<file path="src/rtl/divider_arbiter_if.sv">
`default_nettype none
// ============================================================================
// Module  : divider_arbiter_if
// Brief   : Requester, response and divider-side signals of divider_arbiter.
// Rev     : 1.0
// ============================================================================
interface divider_arbiter_if #(
    parameter int N_REQ   = 4,
    parameter int WIDTH_A = 8,
    parameter int WIDTH_B = 4
);
    localparam int IDW = ($clog2(N_REQ) > 1) ? $clog2(N_REQ) : 1;

    logic [N_REQ-1:0]         req;
    logic [N_REQ*WIDTH_A-1:0] a_in;
    logic [N_REQ*WIDTH_B-1:0] b_in;
    logic [N_REQ-1:0]         gnt;
    logic                     rsp_valid;
    logic [IDW-1:0]           rsp_id;
    logic [WIDTH_A-1:0]       rsp_q;
    logic [WIDTH_B-1:0]       rsp_r;
    logic                     rsp_err;
    logic                     div_start;
    logic [WIDTH_A-1:0]       div_a;
    logic [WIDTH_B-1:0]       div_b;
    logic                     div_done;
    logic [WIDTH_A-1:0]       div_q;
    logic [WIDTH_B-1:0]       div_r;

    // Arbiter side
    modport slave (
        input  req, a_in, b_in, div_done, div_q, div_r,
        output gnt, rsp_valid, rsp_id, rsp_q, rsp_r, rsp_err,
               div_start, div_a, div_b
    );

    // Requester/divider environment side
    modport master (
        output req, a_in, b_in, div_done, div_q, div_r,
        input  gnt, rsp_valid, rsp_id, rsp_q, rsp_r, rsp_err,
               div_start, div_a, div_b
    );
endinterface
`default_nettype wire

</file>
<file path="src/rtl/divider_arbiter.sv">
`default_nettype none
// ============================================================================
// Module  : divider_arbiter
// Brief   : Round-robin scheduler sharing one divider among N_REQ requesters.
// Rev     : 1.0
// ============================================================================
module divider_arbiter #(
    parameter int N_REQ   = 4,
    parameter int WIDTH_A = 8,
    parameter int WIDTH_B = 4,
    parameter int TIMEOUT = 63
) (
    input wire logic         clk,
    input wire logic         reset,
    divider_arbiter_if.slave bus
);
    localparam int IDW = ($clog2(N_REQ) > 1) ? $clog2(N_REQ) : 1;
    localparam int IW  = IDW + 1;
    localparam int CW  = $clog2(TIMEOUT + 1);
    localparam logic [IW-1:0] c_NREQ    = IW'(N_REQ);
    localparam logic [CW-1:0] c_TIMEOUT = CW'(TIMEOUT);

    typedef enum logic [1:0] {
        S_IDLE   = 2'd0,
        S_LAUNCH = 2'd1,
        S_WAIT   = 2'd2,
        S_RESP   = 2'd3
    } state_t;

    state_t             r_state,     w_state_nxt;
    logic [IDW-1:0]     r_ptr,       w_ptr_nxt;
    logic [IDW-1:0]     r_id,        w_id_nxt;
    logic               r_armed,     w_armed_nxt;
    logic [CW-1:0]      r_cnt,       w_cnt_nxt;
    logic [N_REQ-1:0]   r_gnt,       w_gnt_nxt;
    logic               r_rsp_valid, w_rsp_valid_nxt;
    logic [IDW-1:0]     r_rsp_id,    w_rsp_id_nxt;
    logic [WIDTH_A-1:0] r_rsp_q,     w_rsp_q_nxt;
    logic [WIDTH_B-1:0] r_rsp_r,     w_rsp_r_nxt;
    logic               r_rsp_err,   w_rsp_err_nxt;
    logic               r_div_start, w_div_start_nxt;
    logic [WIDTH_A-1:0] r_div_a,     w_div_a_nxt;
    logic [WIDTH_B-1:0] r_div_b,     w_div_b_nxt;

    logic               w_found;
    logic [IDW-1:0]     w_sel;
    logic [IW-1:0]      w_idx;
    logic [IW-1:0]      w_sel_inc;
    logic [WIDTH_A-1:0] w_a_sel;
    logic [WIDTH_B-1:0] w_b_sel;
    logic [CW-1:0]      w_cnt_inc;

    // First requester at or above r_ptr, wrapping modulo N_REQ
    always_comb begin
        w_found = 1'b0;
        w_sel   = '0;
        w_idx   = '0;
        for (int i = 0; i < N_REQ; i++) begin
            w_idx = {1'b0, r_ptr} + IW'(i);
            if (w_idx >= c_NREQ) begin
                w_idx = w_idx - c_NREQ;
            end
            if (!w_found && bus.req[w_idx[IDW-1:0]]) begin
                w_found = 1'b1;
                w_sel   = w_idx[IDW-1:0];
            end
        end
    end

    assign w_sel_inc = {1'b0, w_sel} + IW'(1);
    assign w_a_sel   = bus.a_in[w_sel*WIDTH_A +: WIDTH_A];
    assign w_b_sel   = bus.b_in[w_sel*WIDTH_B +: WIDTH_B];
    assign w_cnt_inc = r_cnt + CW'(1);

    always_comb begin
        w_state_nxt     = r_state;
        w_ptr_nxt       = r_ptr;
        w_id_nxt        = r_id;
        w_armed_nxt     = r_armed;
        w_cnt_nxt       = r_cnt;
        w_gnt_nxt       = '0;
        w_rsp_valid_nxt = 1'b0;
        w_rsp_id_nxt    = r_rsp_id;
        w_rsp_q_nxt     = r_rsp_q;
        w_rsp_r_nxt     = r_rsp_r;
        w_rsp_err_nxt   = r_rsp_err;
        w_div_start_nxt = 1'b0;
        w_div_a_nxt     = r_div_a;
        w_div_b_nxt     = r_div_b;
        case (r_state)
            S_IDLE: begin
                if (w_found) begin
                    w_gnt_nxt[w_sel] = 1'b1;
                    w_ptr_nxt        = (w_sel_inc == c_NREQ) ? '0 : w_sel_inc[IDW-1:0];
                    w_id_nxt         = w_sel;
                    w_div_a_nxt      = w_a_sel;
                    w_div_b_nxt      = w_b_sel;
                    if (w_b_sel == '0) begin
                        // Divide-by-zero never reaches the divider
                        w_state_nxt     = S_RESP;
                        w_rsp_valid_nxt = 1'b1;
                        w_rsp_id_nxt    = w_sel;
                        w_rsp_q_nxt     = '1;
                        w_rsp_r_nxt     = '0;
                        w_rsp_err_nxt   = 1'b1;
                    end else begin
                        w_state_nxt     = S_LAUNCH;
                        w_div_start_nxt = 1'b1;
                    end
                end
            end
            S_LAUNCH: begin
                w_state_nxt = S_WAIT;
                w_armed_nxt = 1'b0;
                w_cnt_nxt   = '0;
            end
            S_WAIT: begin
                w_cnt_nxt = w_cnt_inc;
                if (!bus.div_done) begin
                    w_armed_nxt = 1'b1;
                end
                // A done level left over from the previous operation is only
                // trusted after it has been seen low once in this wait.
                if (r_armed && bus.div_done) begin
                    w_state_nxt     = S_RESP;
                    w_rsp_valid_nxt = 1'b1;
                    w_rsp_id_nxt    = r_id;
                    w_rsp_q_nxt     = bus.div_q;
                    w_rsp_r_nxt     = bus.div_r;
                    w_rsp_err_nxt   = 1'b0;
                end else if (w_cnt_inc == c_TIMEOUT) begin
                    w_state_nxt     = S_RESP;
                    w_rsp_valid_nxt = 1'b1;
                    w_rsp_id_nxt    = r_id;
                    w_rsp_q_nxt     = '1;
                    w_rsp_r_nxt     = '0;
                    w_rsp_err_nxt   = 1'b1;
                end
            end
            S_RESP: begin
                w_state_nxt = S_IDLE;
            end
            default: begin
                w_state_nxt = S_IDLE;
            end
        endcase
    end

    always_ff @(posedge clk or posedge reset) begin
        if (reset) begin
            r_state     <= S_IDLE;
            r_ptr       <= '0;
            r_id        <= '0;
            r_armed     <= 1'b0;
            r_cnt       <= '0;
            r_gnt       <= '0;
            r_rsp_valid <= 1'b0;
            r_rsp_id    <= '0;
            r_rsp_q     <= '0;
            r_rsp_r     <= '0;
            r_rsp_err   <= 1'b0;
            r_div_start <= 1'b0;
            r_div_a     <= '0;
            r_div_b     <= '0;
        end else begin
            r_state     <= w_state_nxt;
            r_ptr       <= w_ptr_nxt;
            r_id        <= w_id_nxt;
            r_armed     <= w_armed_nxt;
            r_cnt       <= w_cnt_nxt;
            r_gnt       <= w_gnt_nxt;
            r_rsp_valid <= w_rsp_valid_nxt;
            r_rsp_id    <= w_rsp_id_nxt;
            r_rsp_q     <= w_rsp_q_nxt;
            r_rsp_r     <= w_rsp_r_nxt;
            r_rsp_err   <= w_rsp_err_nxt;
            r_div_start <= w_div_start_nxt;
            r_div_a     <= w_div_a_nxt;
            r_div_b     <= w_div_b_nxt;
        end
    end

    assign bus.gnt       = r_gnt;
    assign bus.rsp_valid = r_rsp_valid;
    assign bus.rsp_id    = r_rsp_id;
    assign bus.rsp_q     = r_rsp_q;
    assign bus.rsp_r     = r_rsp_r;
    assign bus.rsp_err   = r_rsp_err;
    assign bus.div_start = r_div_start;
    assign bus.div_a     = r_div_a;
    assign bus.div_b     = r_div_b;
endmodule
`default_nettype wire

</file>
<file path="src/flat_wrapper.sv">
// flat-port wrapper written by rule: the top's interface ports become plain ports
module divider_arbiter_flat 
#(
    parameter int N_REQ   = 4,
    parameter int WIDTH_A = 8,
    parameter int WIDTH_B = 4,
    parameter int TIMEOUT = 63
)
  (clk, reset, bus_req, bus_a_in, bus_b_in, bus_div_done, bus_div_q, bus_div_r, bus_gnt, bus_rsp_valid, bus_rsp_id, bus_rsp_q, bus_rsp_r, bus_rsp_err, bus_div_start, bus_div_a, bus_div_b);
  divider_arbiter_if #(.N_REQ(N_REQ), .WIDTH_A(WIDTH_A), .WIDTH_B(WIDTH_B)) bus_i ();
  input wire logic clk;
  input wire logic reset;
  input wire logic [$bits(bus_i.req)-1:0] bus_req;
  input wire logic [$bits(bus_i.a_in)-1:0] bus_a_in;
  input wire logic [$bits(bus_i.b_in)-1:0] bus_b_in;
  input wire logic [$bits(bus_i.div_done)-1:0] bus_div_done;
  input wire logic [$bits(bus_i.div_q)-1:0] bus_div_q;
  input wire logic [$bits(bus_i.div_r)-1:0] bus_div_r;
  output wire logic [$bits(bus_i.gnt)-1:0] bus_gnt;
  output wire logic [$bits(bus_i.rsp_valid)-1:0] bus_rsp_valid;
  output wire logic [$bits(bus_i.rsp_id)-1:0] bus_rsp_id;
  output wire logic [$bits(bus_i.rsp_q)-1:0] bus_rsp_q;
  output wire logic [$bits(bus_i.rsp_r)-1:0] bus_rsp_r;
  output wire logic [$bits(bus_i.rsp_err)-1:0] bus_rsp_err;
  output wire logic [$bits(bus_i.div_start)-1:0] bus_div_start;
  output wire logic [$bits(bus_i.div_a)-1:0] bus_div_a;
  output wire logic [$bits(bus_i.div_b)-1:0] bus_div_b;
  assign bus_i.req = bus_req;
  assign bus_i.a_in = bus_a_in;
  assign bus_i.b_in = bus_b_in;
  assign bus_i.div_done = bus_div_done;
  assign bus_i.div_q = bus_div_q;
  assign bus_i.div_r = bus_div_r;
  assign bus_gnt = bus_i.gnt;
  assign bus_rsp_valid = bus_i.rsp_valid;
  assign bus_rsp_id = bus_i.rsp_id;
  assign bus_rsp_q = bus_i.rsp_q;
  assign bus_rsp_r = bus_i.rsp_r;
  assign bus_rsp_err = bus_i.rsp_err;
  assign bus_div_start = bus_i.div_start;
  assign bus_div_a = bus_i.div_a;
  assign bus_div_b = bus_i.div_b;
  divider_arbiter #(.N_REQ(N_REQ), .WIDTH_A(WIDTH_A), .WIDTH_B(WIDTH_B), .TIMEOUT(TIMEOUT)) u_core (.clk(clk), .reset(reset), .bus(bus_i));
endmodule
</file>
<file path="config.mk">
export PLATFORM = sky130hd
export DESIGN_NAME = divider_arbiter_flat
export DESIGN_NICKNAME = d
export VERILOG_FILES = /design/src/rtl/divider_arbiter_if.sv /design/src/rtl/divider_arbiter.sv /design/src/flat_wrapper.sv
export SDC_FILE = /design/constraint.sdc
export NUM_CORES = 1
export LEC_CHECK = 0
export CAP_MARGIN = 30
export CORE_ASPECT_RATIO = 0.8
export CORE_MARGIN = 2
export CORE_UTILIZATION = 50
export CTS_BUF_LIST = sky130_fd_sc_hd__clkbuf_8
export CTS_CLUSTER_DIAMETER = 80
export DETAILED_ROUTE_END_ITERATION = 12
export PLACE_DENSITY = 0.94
export SYNTH_ARGS = -nofsm -noshare
export SYNTH_HDL_FRONTEND = slang
export SYNTH_SLANG_ARGS = --single-unit
</file>
<file path="constraint.sdc">
create_clock -name clk -period 6.3 [get_ports clk]
set_clock_uncertainty 0.05 [all_clocks]
set_input_delay 0.63 -clock clk [delete_from_list [all_inputs] [get_ports clk]]
set_output_delay 0.63 -clock clk [all_outputs]
set_load 0.1 [all_outputs]
</file>
==> results.md, run 1 <==
* Vias in the first global route at ~2500
* Setup TNS at 0 ns
* Post-Synthesis Cells at between 300 and 400
* Top_reg_cell synth: dfrtp_1
* Worst Max-Slew Pin Slew at between 1 and 1.5 ns
* Leakage power figure at roughly 0.0017 µW
* # Max-Cap Violations at 0
* DRC viols at 0
* RSZ-0062 raised after global routing: no
* TritonCTS Buffers at 5
* Slew Limit Headroom at roughly a third
* Nets@finish at a little under 500
* Final worst-path setup slack at 1.89 ns
* GPL Wtd Cong at slightly below 0.9
* Count leader, synth: nand2_1
* Post-Place Cells at 464
* Hold path depth at 2
* Fin. Hold Viols at 0
* Hpwl dp at around 5100 µm
* WS Path Type: primary input to register
* Largest fanout on the critical path at 23
* Syn Nets at between 300 and 400
* Clk buf depth at 2
* Async SR Flop Fraction at 100%
* Fmax at between 0.2 and 0.25 GHz
* Share of the synthesized area in the top cell type at 42.8%
* Setup WS pre-CTS at 1.62 ns
* Final setup fails at 0
* Post-route insts no fill at 472
* Synthesized area at 0.00269 mm²
* Final ANT Viol Nets at 0
* Hold_buf cts at 0
* Final period utilization at between 60% and 70%
* Initial drt markers at about 180
* Worst Min Path Start: u_core.bus.div_a[4]$_DFFE_PP0P_
* Yosys top cell by area: dfrtp_1
* Largest net degree at the start of global routing at 47
* CTS root buffer: clkbuf_8
* Total GRT Usage at approximately a quarter
* Drt total wl at just under 7000 µm
* Peak supply drop at about 0.32 mV
* Worst Setup End Kind: register
* Count of buffers from port buffering at 99
* Reg2reg start: u_core.r_ptr[1]$_DFFE_PP0P_
* Post-CTS setup buffer count at 0
* Clk sinks at 46
* Die Ht at around 70 µm
* Top cells by area, synth: dfrtp_1 43%, nand2_1 9.3%, nor2_1 5.4%
* Hold crit path type: register to register
* Via density at about 5.5
* Syn. warnings at 0
* Startpoint types: primary input
* Initial antenna violation count at 0
* Post-route minimum period at between 4 and 5 ns
* Synth-to-layout area growth at 40.5%
* Post_cts resized at 0
* Ports at 100
* Initial Utilization at 52.8%
* CTS HTree Levels at 2
* Row count at 23
* First-pass GRT wire length at ~11000 µm
* N_diodes at 0
* Core area at between 0.005 and 0.006 mm²
* Clock Latency Late Sink at between 0.3 and 0.4 ns
* Crit path arrival time at 4.56 ns
* Top cells by count, synth: 67 x nand2_1, 46 x dfrtp_1, 39 x nor2_1
* CTS tree: built
* Vias after detailed routing at between 2000 and 3000
* Die ar. at 0.00599 mm²
* Synth Area per Inst at ~8.5 µm²
* Power density over the cells at between 500 and 600 mW/mm²
* Synth Register Bits at 46
* DR pass1 iterations at 4
* Chip width at around 86 µm
* Fin. max-slew vios at 0
* Req. time, crit path at 6.45 ns
* Share of cells above drive strength 1 at approximately 4.4%
* Worst Reg-to-Reg Cells at 8
* Unique masters post-synth at between 40 and 50
* Post-synthesis sequential area ratio at 42.8%
* Status: finished, final reports clean
* Drt wl/cell at 14.6 µm
* CP startpoint: bus_req[2]
* Number of synthesized flops with an enable pin at 0
* Clock transition at path regs at around 0.1 ns
* Grt ovf at 0
cell type report:
type / count / area (µm²)
Multi-Input combinational cell: 235 / 1380
Fill cell: 363 / 1320
Sequential cell: 46 / 1150
Timing Repair Buffer: 99 / 991
Inverter: 22 / 82.6
Tap cell: 62 / 77.6
Clock buffer: 5 / 68.8
Clock inverter: 3 / 25.0
through the flow:
stage / instance area, µm² / power, µW / utilization (%) / hold slack (ns)
floorplan: 2690 / 1540 / - / 0.400
global route: 3780 / 2170 / 74.2 / 0.459
detailed placement: 3680 / 1860 / 72.3 / 0.419
CTS: 3780 / 2050 / 74.2 / 0.439
finish: 3780 / 2050 / 74.2 / 0.437
global placement: 3680 / 1810 / 72.3 / 0.413
layer usage:
| metal | track usage (%) | up-vias | wire length [µm] |
|---|---|---|---|
| li1 | - | 1260 | - |
| met1 | 29.0 | 1198 | 2870 |
| met2 | 38.8 | 100 | 3380 |
| met3 | 6.31 | 17 | 485 |
| met4 | 9.35 | 0 | 150 |
| met5 | 0 | - | 0 |
state kept, by name (all words and copies together) (netlist names), 2 cells and up:
signal             flops
u_core.bus.rsp_r       4
u_core.r_state         2
u_core.bus.gnt         4
u_core.bus.rsp_q       8
u_core.r_id            2
u_core.r_ptr           2
u_core.r_cnt           6
u_core.bus.div_a       8
u_core.bus.div_b       4
u_core.bus.rsp_id      2
cell usage in the layout (no fill, tap or decap), types with 2 or more instances in the layout:
cell and instances:
a21bo_2 4, a21oi_1 5, a221oi_1 4, a32oi_1 4
and2_1 4, clkbuf_8 5, clkdlybuf4s50_1 99, dfrtp_1 46
ha_1 10, inv_1 20, mux2_1 3, mux2i_1 13
nand2_1 67, nand2b_1 2, nand3_1 20, nor2_1 39
nor2b_1 4, nor3b_1 4, nor4_1 5, o21ai_0 25
o31ai_1 3, or4_1 2
worst paths after layout:
check                      slack [ns]                               end
hold reg to reg                  0.44   u_core.bus.div_a[4]$_DFFE_PP0P_
setup reg to reg                 2.13  u_core.bus.rsp_id[1]$_DFFE_PP0P_
max in group asynchronous        4.84       u_core.r_cnt[4]$_DFFE_PP0P_
setup / recovery                 1.89  u_core.bus.rsp_id[1]$_DFFE_PP0P_
min in group asynchronous        0.78   u_core.bus.rsp_r[0]$_DFFE_PP0P_
hold / removal                   0.44   u_core.bus.div_a[4]$_DFFE_PP0P_
critical path, cell delays in order:
cell             delay (ns)
clkdlybuf4s50_1        0.45
nor2b_1                0.23
a211o_1                0.31
nand2_1                0.53
clkinv_1               0.77
a32oi_1                0.63
nor4_4                 0.11
o21ai_4                0.51
mux2_1                 0.38
report_power, final:
group          internal [µW]  leakage [µW]  switching (µW)
combinational            374       0.00110            1000
sequential               405      0.000556            78.8
clock                   80.2     0.0000447             111
logic make-up after synthesis:
kind of cell	Yosys count	synth area share [%]
AND/OR/NAND/NOR	152	25.8
AO/OA/AOI/OAI	56	14.4
flip-flops	46	42.8
buffers and inverters	37	5.81
multiplexers	17	6.51
adder cells (fa/ha/maj)	10	4.65
Note: power is estimated with default switching activity, not from simulation.
==> run 2: changes to the inputs <==
--- a/config.mk
+++ b/config.mk
@@ -8,11 +8,11 @@
 export CAP_MARGIN = 30
 export CORE_ASPECT_RATIO = 0.8
 export CORE_MARGIN = 2
-export CORE_UTILIZATION = 50
+export CORE_UTILIZATION = 46
 export CTS_BUF_LIST = sky130_fd_sc_hd__clkbuf_8
 export CTS_CLUSTER_DIAMETER = 80
 export DETAILED_ROUTE_END_ITERATION = 12
-export PLACE_DENSITY = 0.94
+export PLACE_DENSITY = 0.88
 export SYNTH_ARGS = -nofsm -noshare
 export SYNTH_HDL_FRONTEND = slang
 export SYNTH_SLANG_ARGS = --single-unit
==> constraint.sdc (replaced) <==
create_clock -name clk -period 4.3 [get_ports clk]
set_clock_uncertainty 0.05 [all_clocks]
set_input_delay 0.43 -clock clk [delete_from_list [all_inputs] [get_ports clk]]
set_output_delay 0.43 -clock clk [all_outputs]
set_load 0.1 [all_outputs]
==> run 2 against run 1 <==
Core utilization shrank 5.2 points. Sequential cell count is the same. Largest power group unchanged. Sequential share of layout area shrank 0.44 points. Die area grew 8.2%. Total power grew 46%. Global-route usage shrank 1.9 points. Clock power grew 33%. Register-to-register slack lost 1.0 ns. Design area grew 1.5%.
==> results.md, run 2 (same netlist as run 1, synthesis figures left out) <==
* Worst Max-Slew Pin Slew at around 1.0 ns
* Crit path arrival time at about 3.6 ns
* CTS tree: built
* Slowest cell on the critical path: or4_1
* Req. time, crit path at 4.46 ns
* Final period utilization at 78.6%
* Fmax at around 0.30 GHz
* Chip width at ~90 µm
* Grt ovf at 0
* N_diodes at 0
* Initial Utilization at between 40% and 50%
* Clock transition at path regs at 0.08 ns
* GPL Wtd Cong at between 0.8 and 0.9
* Count of buffers from port buffering at slightly below 100
* Vias after detailed routing at ~2600
* Post-route minimum period at roughly 3.4 ns
* Total GRT Usage at between 20% and 30%
* Row count at 24
* Share of cells above drive strength 1 at 5.07%
* CTS root buffer: clkbuf_8
* RSZ-0062 raised after global routing: no
* Final setup fails at 0
* Power density over the cells at between 700 and 800 mW/mm²
* Post_cts resized at 0
* Hpwl dp at slightly above 5000 µm
* Peak supply drop at roughly 0.42 mV
* CTS HTree Levels at 2
* Die ar. at 0.00648 mm²
* Ports at 100
* Largest fanout on the critical path at 13
* Crit path buffers/inverters at 2
* Vias in the first global route at between 2000 and 2500
* DR pass1 iterations at 4
* Final ANT Viol Nets at 0
* Max incr delay on CP at approximately 0.74 ns
* Crit path cell chain: clkdlybuf4s50_1 -> nor2_1 -> or4_1 -> a21bo_2 -> a32oi_1 -> nor4_4 -> o21ai_4 -> buf_4 -> mux2i_1
* Via density at about 5.2
* Setup TNS at 0 ns
* Synth-to-layout area growth at 42.5%
* Post-CTS setup buffer count at 0
* # Max-Cap Violations at 0
* Initial drt markers at 213
* Core area at between 0.005 and 0.006 mm²
* First-pass GRT wire length at ~11000 µm
* Startpoint types: primary input
* Nets@finish at slightly below 500
* Fin. max-slew vios at 0
* Leakage power figure at 0.00173 µW
* Post-Place Cells at approximately 480
* Commonest non-fill, non-tap cell in the layout: clkdlybuf4s50_1
* Clk sinks at 46
* Status: finished, final reports clean
* Worst Setup End Kind: register
* Fin. Hold Viols at 0
* Clock Latency Late Sink at approximately 0.3 ns
* Drt total wl at 6810 µm
* Pwr Total at between 2000 and 3000 µW
* CP top delay family: compound AO/OA/AOI/OAI gates
* Drt wl/cell at around 14 µm
* TritonCTS Buffers at 5
* Hold crit path type: primary input to asynchronous set/reset pin
* Most frequent cells in the layout: 99 x clkdlybuf4s50_1, 67 x nand2_1, 46 x dfrtp_1, 39 x nor2_1, 25 x o21ai_0
* Post-layout util at between 60% and 70%
* Largest net degree at the start of global routing at 47
* Hold_buf cts at 0
* Initial antenna violation count at 0
* DRC viols at 0
* Post-route insts no fill at between 400 and 500
* Die Ht at about 72 µm
* WS Path Type: primary input to register
* Filler cells at 432
* Slew Limit Headroom at 33.0%
* Clk buf depth at 2
-- run 2: per-layer routing --
metal / wire length (µm) / global-route usage [%]
met4: 87 / 4.31
met2: 3400 / 36.1
met3: 479 / 6.48
met1: 2850 / 28.0
met5: 0 / 0
-- run 2: report_power, final --
part | internal, µW | leakage, µW | total, µW | switching, µW
logic | 566 | 0.00113 | 2040 | 1470
clock network | 112 | 0.0000493 | 256 | 144
registers | 593 | 0.000556 | 702 | 109
total | 1270 | 0.00173 | 3000 | 1720
-- run 2: worst paths after layout --
path,from,to,slack [ns],cells past startpoint
min in group clk,u_core.bus.div_a[2]$_DFFE_PP0P_,u_core.bus.div_a[2]$_DFFE_PP0P_,0.43,2
worst min register to register,u_core.bus.div_a[2]$_DFFE_PP0P_,u_core.bus.div_a[2]$_DFFE_PP0P_,0.43,2
worst max-delay path,bus_req[1],u_core.bus.rsp_q[3]$_DFFE_PP0P_,0.92,9
max in group asynchronous,reset,u_core.bus.rsp_q[6]$_DFFE_PP0P_,3.53,3
worst min-delay path,reset,u_core.bus.rsp_r[2]$_DFFE_PP0P_,0.25,2
worst max register to register,u_core.r_ptr[1]$_DFFE_PP0P_,u_core.bus.rsp_q[3]$_DFFE_PP0P_,1.11,10
-- run 2: stage by stage --
stage               area (µm²)  worst slack [ns]  hold WS (ns)
floorplan                 2690              1.74         0.400
global placement          3730             0.800         0.408
detailed placement        3730             0.666         0.416
CTS                       3810             0.956         0.436
global route              3830             0.794         0.244
finish                    3830             0.919         0.251
-- run 2: cell type report --
type	count	area, µm²	area share [%]
clock inverters	3	17.5	0.457
repair buffers	103	1030	27.0
well taps	78	97.6	2.55
flip-flops and latches	46	1150	30.0
clock buffers	5	68.8	1.80
multi-input cells	235	1380	36.1
inverters	22	82.6	2.15
==> run 3: changes to the inputs <==
==> constraint.sdc (replaced) <==
create_clock -name clk -period 3.2 [get_ports clk]
set_clock_uncertainty 0.05 [all_clocks]
set_input_delay 0.32 -clock clk [delete_from_list [all_inputs] [get_ports clk]]
set_output_delay 0.32 -clock clk [all_outputs]
set_load 0.1 [all_outputs]
==> run 3 against run 2 <==
Sequential cell count did not move. Count of clock-buffer cells in the layout rose by 1. Via count rose by 0.70%. Total power rose by 37%. Critical path depth did not move. Sequential power rose by 32%. Largest power group unchanged.
==> results.md, run 3 (same netlist as run 1, synthesis figures left out) <==
* Clock network fraction of total power at roughly 9.0%
* Fin. max-slew vios at 0
* WHS at 0.134 ns
* Largest fanout on the critical path at 13
* Drt total wl at 6840 µm
* First-pass GRT wire length at 11600 µm
* Total GRT Usage at between 20% and 30%
* Core area at between 0.005 and 0.006 mm²
* Commonest non-fill, non-tap cell in the layout: clkdlybuf4s50_1
* Post-route minimum period at ~3.0 ns
* Clock transition at path regs at 0.08 ns
* CTS tree: built
* Crit path arrival time at ~3.2 ns
* Final period utilization at ~94%
* Largest net degree at the start of global routing at between 40 and 50
* Worst Setup End Kind: register
* Worst Reg-to-Reg Cells at 8
* WS Path Type: primary input to register
* Clk buf depth at 2
* # Max-Cap Violations at 0
* Slowest cell on the critical path: or4_1
* N_diodes at 0
* Sw frac at 57.0%
* Status: finished, final reports clean
* Pwr Total at approximately 4100 µW
* Count of buffers from port buffering at slightly below 100
* Power Internal at 1770 µW
* Power density over the cells at roughly 1100 mW/mm²
* Psw at roughly 2300 µW
* Via density at 5.19
* Nets@finish at around 500
* Fmax at between 0.3 and 0.4 GHz
* Seq. cell area at around 0.0012 mm²
* Metal3 WL at about 510 µm
* RSZ-0062 raised after global routing: no
* Die ar. at between 0.006 and 0.007 mm²
* Share of cells above drive strength 1 at 6.67%
* Ports at 100
* Final ANT Viol Nets at 0
* Sequential share of power at about 23%
* Hold_buf cts at 0
* CTS HTree Levels at 2
* Vias after detailed routing at around 2600
* Crit path buffers/inverters at 2
* Most frequent cells in the layout: 99 x clkdlybuf4s50_1, 67 x nand2_1, 46 x dfrtp_1, 39 x nor2_1, 25 x o21ai_0
* CP top delay family: simple AND/OR/NAND/NOR gates
* Filler cells at 412
* Fin. Hold Viols at 0
* Row count at 24
* TritonCTS Buffers at 5
* Chip width at roughly 90 µm
* Startpoint types: primary input
* Hpwl dp at around 5200 µm
* Initial antenna violation count at 0
* Flop-to-flop setup slack at 0.30 ns
* Clock Latency Late Sink at about 0.30 ns
* Initial Utilization at between 40 and 50%
* Initial drt markers at about 150
* Wire length on met1 at approximately 2900 µm
* CTS root buffer: clkbuf_8
* Clk sinks at 46
* GPL Wtd Cong at between 0.8 and 0.9
* FF-to-FF End: u_core.bus.rsp_q[4]$_DFFE_PP0P_
* Reg2reg start: u_core.r_ptr[0]$_DFFE_PP0P_
* Peak supply drop at 0.550 mV
* DRC viols at 0
* DR top layer: met4
* Crit path cell chain: clkdlybuf4s50_1 -> nor2b_1 -> or4_1 -> a21bo_2 -> a32oi_1 -> nor4_4 -> o21ai_4 -> buf_4 -> mux2i_1
* Leakage power figure at 0.00176 µW
* Grt ovf at 0
* Vias in the first global route at 2536
* Req. time, crit path at about 3.4 ns
* Critical path depth at 9
* Synth-to-layout area growth at 44.5%
* Metal2 WL at between 3000 and 4000 µm
* Max incr delay on CP at ~0.69 ns
* Drt wl/cell at 13.7 µm
* DR pass1 iterations at 4
* Worst Max-Slew Pin Slew at around 1 ns
* Post-CTS setup buffer count at 0
* Logic pwr share at between 60% and 70%
* Slew Limit Headroom at around a third
* Multi-input combinational cell area at 0.00138 mm²
* Die Ht at approximately 72 µm
* Post_cts resized at 0
* Hold crit path type: primary input to asynchronous set/reset pin
* Final setup fails at 0
[run 3: cell types whose count changed in the layout (fill, tap and decap cells not counted), sizes merged]
| cell | delta |
|---|---|
| buf | +6 |
| inv | -1 |
| clkinvlp | +1 |
| clkbuf | +1 |
| clkinv | -1 |
[run 3: layer usage]
layer,vias to the layer above,global-route usage (%)
met5,-,0
met2,85,38.1
li1,1276,-
met4,0,4.81
met3,14,7.05
met1,1210,28.9
[run 3: per-stage QoR]
step	std cells	cell area (µm²)	setup TNS, ns	utilization, %	setup WS, ns
6_report	498	3890	0	70.0	0.188
5_1_grt	498	3890	0	70.0	0.0279
4_1_cts	497	3870	0	69.6	0.190
3_5_place_dp	489	3770	-0.914	67.9	-0.115
3_3_place_gp	489	3770	0	67.9	0.0402
2_1_floorplan	318	2690	0	-	0.749
[run 3: layout make-up]
class | count | share of cell area, %
Multi-Input combinational cell | 235 | 35.6
Sequential cell | 46 | 29.6
Timing Repair Buffer | 109 | 27.7
Tap cell | 78 | 2.51
Clock buffer | 6 | 2.12
Inverter | 22 | 2.12
Clock inverter | 2 | 0.322
[run 3: worst max-delay path by stage]
stage | slack (ns) | to | from
detailed placement | -0.12 | u_core.bus.rsp_r[2]$_DFFE_PP0P_ | bus_req[0]
finish | 0.19 | u_core.bus.rsp_q[4]$_DFFE_PP0P_ | bus_req[0]
global route | 0.03 | u_core.bus.rsp_q[4]$_DFFE_PP0P_ | bus_req[0]
floorplan | 0.75 | u_core.bus.rsp_err$_DFFE_PP0P_ | bus_req[2]
global placement | 0.04 | u_core.bus.rsp_r[1]$_DFFE_PP0P_ | bus_req[1]
CTS | 0.19 | u_core.bus.rsp_q[4]$_DFFE_PP0P_ | bus_req[0]
[run 3: power by group through the flow]
stage | Sequential [µW] | Clock [µW] | Combinational, µW
6_report | 929 | 370 | 2820
5_1_grt | 954 | 399 | 3020
2_1_floorplan | 2030 | 0 | 1000
4_1_cts | 925 | 373 | 2820
3_5_place_dp | 935 | 0 | 2800
3_3_place_gp | 923 | 0 | 2730
